[src/rtl/axicb_scfifo_lvl.sv]
// ============================================================================
// Module   : axicb_scfifo_lvl
// Brief    : Single-clock FIFO with optional output register, fill level,
//            programmable almost-full/almost-empty and sticky error flags.
// Revision : 1.0 - initial release
// ============================================================================
`default_nettype none

module axicb_scfifo_lvl #(
   parameter int PASS_THRU     = 0,
   parameter int OUT_REG       = 0,
   parameter int ADDR_WIDTH    = 8,
   parameter int DATA_WIDTH    = 8,
   parameter int AFULL_THRESH  = 2**ADDR_WIDTH - 2,
   parameter int AEMPTY_THRESH = 1
) (
   input  logic                  aclk,
   input  logic                  areset,
   input  logic                  srst,
   input  logic                  flush,
   input  logic [DATA_WIDTH-1:0] data_in,
   input  logic                  push,
   output logic                  full,
   output logic                  almost_full,
   output logic [DATA_WIDTH-1:0] data_out,
   input  logic                  pull,
   output logic                  empty,
   output logic                  almost_empty,
   output logic [ADDR_WIDTH+1:0] level,
   output logic                  overflow,
   output logic                  underflow
);

   localparam int DEPTH = 2**ADDR_WIDTH;
   localparam int PTR_W = ADDR_WIDTH + 1;
   localparam int LVL_W = ADDR_WIDTH + 2;
   localparam bit PT_EN = (PASS_THRU != 0) && (OUT_REG == 0);

   logic [DATA_WIDTH-1:0] mem_q [DEPTH];

   logic [PTR_W-1:0]      wrptr_q, wrptr_d;
   logic [PTR_W-1:0]      rdptr_q, rdptr_d;
   logic                  ovf_q, ovf_d;
   logic                  unf_q, unf_d;

   logic                  clr;
   logic [PTR_W-1:0]      ram_cnt;
   logic                  ram_full;
   logic                  ram_empty;
   logic                  push_ok;
   logic                  pass;
   logic                  bypass;
   logic                  rd_req;
   logic                  wr_en;
   logic                  rd_en;
   logic [DATA_WIDTH-1:0] ram_rdata;

   assign clr       = srst | flush;
   assign ram_cnt   = wrptr_q - rdptr_q;
   assign ram_full  = (ram_cnt == PTR_W'(DEPTH));
   assign ram_empty = (ram_cnt == '0);
   assign push_ok   = push & ~ram_full;
   assign ram_rdata = mem_q[rdptr_q[ADDR_WIDTH-1:0]];

   // Forwarded or bypassed words never touch the RAM.
   assign pass  = PT_EN & pull & ram_empty;
   assign wr_en = push_ok & ~clr & ~pass & ~bypass;
   assign rd_en = rd_req & ~clr;

   assign full         = ram_full;
   assign overflow     = ovf_q;
   assign underflow    = unf_q;
   assign almost_full  = (level >= LVL_W'(AFULL_THRESH));
   assign almost_empty = (level <= LVL_W'(AEMPTY_THRESH));

   always_comb begin
      wrptr_d = wrptr_q;
      rdptr_d = rdptr_q;
      ovf_d   = ovf_q;
      unf_d   = unf_q;
      if (clr) begin
         wrptr_d = '0;
         rdptr_d = '0;
         ovf_d   = 1'b0;
         unf_d   = 1'b0;
      end else begin
         if (wr_en)
            wrptr_d = wrptr_q + PTR_W'(1);
         if (rd_en)
            rdptr_d = rdptr_q + PTR_W'(1);
         if (push && ram_full)
            ovf_d = 1'b1;
         if (pull && empty)
            unf_d = 1'b1;
      end
   end

   always_ff @(posedge aclk or posedge areset) begin
      if (areset) begin
         wrptr_q <= '0;
         rdptr_q <= '0;
         ovf_q   <= 1'b0;
         unf_q   <= 1'b0;
      end else begin
         wrptr_q <= wrptr_d;
         rdptr_q <= rdptr_d;
         ovf_q   <= ovf_d;
         unf_q   <= unf_d;
      end
   end

   always_ff @(posedge aclk) begin
      if (wr_en)
         mem_q[wrptr_q[ADDR_WIDTH-1:0]] <= data_in;
   end

   generate
      if (OUT_REG != 0) begin : g_out_reg
         logic                  out_vld_q, out_vld_d;
         logic [DATA_WIDTH-1:0] out_q, out_d;
         logic                  pull_ok;
         logic                  take;
         logic                  refill;

         assign pull_ok = pull & out_vld_q;
         assign take    = ~out_vld_q | pull_ok;
         assign bypass  = take & ram_empty & push_ok;
         assign refill  = take & ~ram_empty;
         assign rd_req  = refill;

         always_comb begin
            out_vld_d = out_vld_q;
            out_d     = out_q;
            if (clr) begin
               out_vld_d = 1'b0;
            end else if (bypass) begin
               out_d     = data_in;
               out_vld_d = 1'b1;
            end else if (refill) begin
               out_d     = ram_rdata;
               out_vld_d = 1'b1;
            end else if (pull_ok) begin
               out_vld_d = 1'b0;
            end
         end

         always_ff @(posedge aclk or posedge areset) begin
            if (areset) begin
               out_vld_q <= 1'b0;
               out_q     <= '0;
            end else begin
               out_vld_q <= out_vld_d;
               out_q     <= out_d;
            end
         end

         assign empty    = ~out_vld_q;
         assign data_out = out_q;
         assign level    = LVL_W'(ram_cnt) + LVL_W'(out_vld_q);
      end else begin : g_no_out_reg
         assign bypass   = 1'b0;
         assign rd_req   = pull & ~ram_empty;
         // Forwarding makes empty follow push, which also suppresses underflow.
         assign empty    = pass ? ~push : ram_empty;
         assign data_out = pass ? data_in : ram_rdata;
         assign level    = LVL_W'(ram_cnt);
      end
   endgenerate

endmodule

`default_nettype wire

[config.mk]
export PLATFORM = sky130hd
export DESIGN_NAME = axicb_scfifo_lvl
export DESIGN_NICKNAME = d
export VERILOG_FILES = /design/src/rtl/axicb_scfifo_lvl.sv
export SDC_FILE = /design/constraint.sdc
export NUM_CORES = 2
export LEC_CHECK = 0
export CORE_MARGIN = 2
export CORE_UTILIZATION = 31
export CTS_CLUSTER_DIAMETER = 200
export DETAILED_ROUTE_END_ITERATION = 6
export PLACE_DENSITY_LB_ADDON = 0.2
export SLEW_MARGIN = 20
export SYNTH_ARGS = -nofsm -noshare
export SYNTH_HDL_FRONTEND = slang
export SYNTH_SLANG_ARGS = --single-unit
[constraint.sdc]
create_clock -name aclk -period 4 [get_ports aclk]
set_clock_uncertainty 0.1 [all_clocks]
set_input_delay 0.8 -clock aclk [delete_from_list [all_inputs] [get_ports aclk]]
set_output_delay 0.8 -clock aclk [all_outputs]
set_load 0.01 [all_outputs]
Word-level counts from Yosys, hierarchy flattened
Memory sizes are Yosys's and may differ from the RTL's.
Index checks and enable logic that the tools add are counted.
- register bits: 20
- bits in writable memories: 2048
- input port bits: 14
- output and inout port bits: 24
- word-level logic and storage cells: 36
- memories kept: 1
- add/subtract/negate cells: 3
- $lt $le $gt $ge: 2
- eq/ne operators: 1
- muxes and demuxes: 10
- bitwise operators: 8
- reduce and logical (&&, ||, !) cells: 7
- memory list (memory ; words ; width ; read ports ; clocked after memory_dff ; write ports ; RTL line ; source):
    mem_q ; 256 ; 8 ; 1 ; 0 ; 1 ; 39 ; logic [DATA_WIDTH-1:0] mem_q [DEPTH];
- operator list (kind ; number):
    two-way mux 9 bit ; 4
    adder 9 x 1 -> 9 bit, second input constant ; 2
    == test 9 bit, second input constant ; 1
    greater-or-equal comparator 9 x 8 -> 1 bit, second input constant ; 1
    less-or-equal comparator 9 x 1 -> 1 bit, second input constant ; 1
    zero test 9 bit ; 1
    subtractor 9 bit ; 1
    nonzero test 2 bit ; 4
    two-way mux 1 bit ; 6
    AND 1 bit ; 4
    NOT 1 bit ; 3
    logical AND 1 bit ; 2
    OR 1 bit ; 1

Longest topological paths before layout
- depth after elaboration: 7
- mapped depth: 16
- gate-level depth less buffers: 12

Worst setup path after synthesis
No wires, ideal clock.
- kind: register to register
- start: register rdptr_q[3]
- end: memory mem_q[22][0] (enable)
- library setup time: 383 ps
- arrival time: 3779 ps
- required time: 3517 ps
- slack: -263 ps
- cell stages (with the launch flop): 17
- path buffers: 6
- period minus slack after synthesis: 4263 ps
- cell sequence: dfrtp_1 buf_2 inv_2 buf_4 buf_4 buf_1 ha_1 nand2_1 o211ai_1 a21oi_2 xnor2_4 a2111o_2 nand4b_2 or2_1 buf_4 buf_6 nor3_1
- word-level cells in the longest chain between the ends: 7
- RTL lines (what ; RTL line ; source):
    from (decl) ; 42 ; logic [PTR_W-1:0] rdptr_q, rdptr_d;
    from (signal assigned) ; 106 ; rdptr_q <= rdptr_d;
    subtractor 9 bit ; 59 ; assign ram_cnt = wrptr_q - rdptr_q;
    via level[6] ; 29 ; output logic [ADDR_WIDTH+1:0] level,
    == test 9 bit ; 60 ; assign ram_full = (ram_cnt == PTR_W'(DEPTH));
    NOT 1 bit ; 62 ; assign push_ok = push & ~ram_full;
    AND 1 bit ; 62 ;
    AND 1 bit ; 67 ; assign wr_en = push_ok & ~clr & ~pass & ~bypass;
    two-way mux 1 bit ; 113 ; if (wr_en)
    two-way mux 1 bit (not written as such) ; 114 ; mem_q[wrptr_q[ADDR_WIDTH-1:0]] <= data_in;
    to (decl) ; 39 ;
The timed path passes the listed nets, and every way through them passes these cells.

Worst setup path after layout
- start: register rdptr_q[0]
- end: output port data_out[2]
- word-level cells in the longest chain between the ends: 1
- RTL lines (what ; RTL line ; source):
    memory (256 x 8 bit) ; -- ;
    to (decl) ; 25 ; output logic [DATA_WIDTH-1:0] data_out,
Every way passes these cells.

==> impl_metrics.ini <==
[run_status]
outcome = finished, violations left
violations = negative setup slack

[sta]
hold_violations = 0
period_needed_ns = 4.945
max_freq_ghz = 0.2022
holdWs_ns = 0.2468
slew_headroom = 0.1662
drv_slew = 0
rsz0062_at_grt = true
finalWorstSetupSlack_ns = -0.9453
finalCritPeriodShare = 1.236
worstMarginPinSlew_ns = 1.245
setup_viol = 1817

[setup_path]
crit_type = reg -> out
slowest_delay_ns = 0.58
crit_path_frequent_cell = buf_12
crit_start = rdptr_q[0]
cp.arrival_ns = 4.05
crit_required_ns = 3.10
critPathCaptureType = output pin
worstSetupStartpointType = flop
reg2reg_slack_ns = -0.36
cp_cell_sequence = buf_12 > buf_12 > buf_12 > mux4_2 > a22oi_1 > nand3_2 > a211o_1 > a21oi_4 > a311oi_2 > buf_2
worstReg2RegStart = rdptr_q[0]
timing.rr.end = mem_q[93][3]
crit_path_max_fanout = 18
critPathCapture = data_out[2]
crit_slowest_cell = mux4_2
reg2reg_depth = 19

[logic_synthesis]
yosys_warnings = 0
synthTopCellsByArea = edfxtp_1, mux4_2, mux2i_1, nor2_1, dfrtp_1
ys_async_sr_fraction = 0.009671
syn_inst = 3912
syn_nets = 3941
yosysSeqAreaShare = 0.7645
syn_area_mm2 = 0.08109
synth_edf_count = 2048
ys_types = 67
synthFlopType = edfxtp_1
postSynthAreaPerCell_um2 = 20.73
synth_seq_cells = 2068
synth_top_area_cell = edfxtp_1
synth_top_area_share = 0.7584

[clocking]
cts_tree = done
clockBufferDepth = 3
clkTransAtPathRegs_ns = 0.06
clock_sinks = 2068
insertion_delay_ns = 0.88
numCtsBuffers = 214
htree_levels = 4
clockRootBuffer = clkbuf_16

[power]
ir_drop_v = 0.0004375
p_per_area_mw_per_mm2 = 458.6
cellLeakagePower_uw = 0.03208

[global_routing]
gr-usage-met3 = 0.02655
grt_overflow_total = 0
gr-max-usage-layer = met2
grtUsageTotal = 0.1750
grt_pass1_wl_mm = 330.9
use_met1 = 0.2433
antenna_found_initial = 3
grt_pass1_vias = 42825
grt_use_met2 = 0.2861
grt_max_degree = 141

[cells_and_area]
fin_nets = 4722
multi_input_area_mm2 = 0.01964
regArea_mm2 = 0.06201
drive_above_1_share = 0.3934
final_area_mm2 = 0.1020
nFillCells = 23263
syn2layout_area_growth_pct = 25.79

[floorplan]
row_count = 187
die-area_mm2 = 0.2657
initial_core_util = 0.3120
ioPinCount = 38
die_width_um = 515.5
die_y_um = 515.5
coreArea_mm2 = 0.2599

[detailed_routing]
num_vias = 42053
postRouteAntennaNets = 0
routed_wl_mm = 234.2
viasPerCell = 5.025
drc = 0
wl_per_cell_um = 27.98
dr.pass1.iters = 5
dr.first_iter.drc_count = 4051

[placement]
place_area_mm2 = 0.09241
gp_congestion = 0.8625
dp_hpwl_mm = 152.2
port-buffer-count = 36

[worst_hold_path]
hp-class = in -> reg

[flow_run]
cap_violations = 0
-- per-stage QoR --
step	total power [µW]	TNS, ns	cells	util	worst slack, ns
3_3_place_gp	27410	-918.45	7895	0.3555	-1.275
5_1_grt	48240	-613.82	8365	0.3924	-1.036
2_1_floorplan	25990	-22.99	3912	-	-0.1389
4_1_cts	47180	-270.39	8330	0.3890	-1.027
3_5_place_dp	27430	-865.37	7895	0.3555	-1.222
6_report	46780	-382.25	8369	0.3924	-0.9453
-- cell type report --
| cell class | count | share of cell area |
|---|---|---|
| sequential | 2068 | 0.6079 |
| multi-input combinational | 1588 | 0.1926 |
| timing repair buffer | 801 | 0.08865 |
| clock buffer | 262 | 0.05468 |
| tap | 3496 | 0.04288 |
| clock inverter | 129 | 0.01236 |
| inverter | 20 | 0.0008096 |
| antenna | 5 | 0.0001227 |
-- placed cells by master, fill, tap and decap left out, drive strengths merged, types with 64 or more instances in the layout --
cell type / netlist / routed
o21ai: 69 / 69
a21oi: 64 / 64
mux4: 488 / 488
a22oi: 64 / 64
mux2i: 126 / 126
edfxtp: 2048 / 2048
clkinv: 2 / 94
nand2: 78 / 78
buf: 144 / 780
nor2: 288 / 288
nand3: 70 / 70
clkbuf: 92 / 265
-- registers in the layout (all words and copies together) (netlist names) --
register   cells
wrptr_q        9
underflow      1
rdptr_q        9
overflow       1
mem_q       2048
-- synthesized netlist by cell type, drive strengths merged (16+ instances only) --
master / number
o22ai: 16
mux2: 16
a221oi: 32
inv: 18
o21ai: 69
mux2i: 126
clkbuf: 92
nor3: 40
dfrtp: 20
nor2: 288
mux4: 488
edfxtp: 2048
nor2b: 28
a22oi: 64
nand2: 78
buf: 144
nand3: 70
a21oi: 64
a211oi: 51
-- cells by family after synthesis --
family | share of synthesized area
AND/OR/NAND/NOR | 0.03118
AO/OA/AOI/OAI | 0.03101
multiplexers | 0.1533
adder cells (fa/ha/maj) | 0.002407
buffers and inverters | 0.01597
other | 0.00004624
flip-flops | 0.7645
XOR/XNOR | 0.001528
-- per-layer routing --
metal	up-vias	share of wire	routed length, µm
met1	22738	0.44	102900
li1	17930	-	-
met3	294	0.049	11570
met5	-	0	0
met2	1091	0.48	113000
met4	0	0.029	6732
-- worst max-delay path, delay by kind of cell (launching register included) --
| family | cells | cell delay (ns) |
|---|---|---|
| multiplexers | 1 | 0.58 |
| buffers and inverters | 4 | 0.74 |
| AO/OA/AOI/OAI | 4 | 1.17 |
| AND/OR/NAND/NOR | 1 | 0.21 |
| flip-flops | 1 | 0.44 |
-- how the worst min path moves through the flow --
stage	start	to	slack, ns	cells past startpoint
detailed placement	underflow	underflow	0.40	2
CTS	data_in[1]	mem_q[136][1]	0.20	1
global route	data_in[1]	mem_q[138][1]	0.21	1
finish	data_in[1]	mem_q[138][1]	0.25	1
global placement	underflow	underflow	0.38	2
floorplan	wrptr_q[8]	wrptr_q[8]	0.42	2
-- power breakdown --
part           internal (µW)  switching [µW]
Clock                  10900            8550
Combinational           1670            1800
Sequential             23800            6.11
-- what timing repair did --
item / in CTS / in global routing
cloned: 8 / 3
setup endpoints to repair: 2076 / 2044
hold buffers: 0 / 0
pin swaps: 36 / 37
resized for setup: 338 / 146
setup buffers: 37 / 31
(Power assumes the default switching activity.)
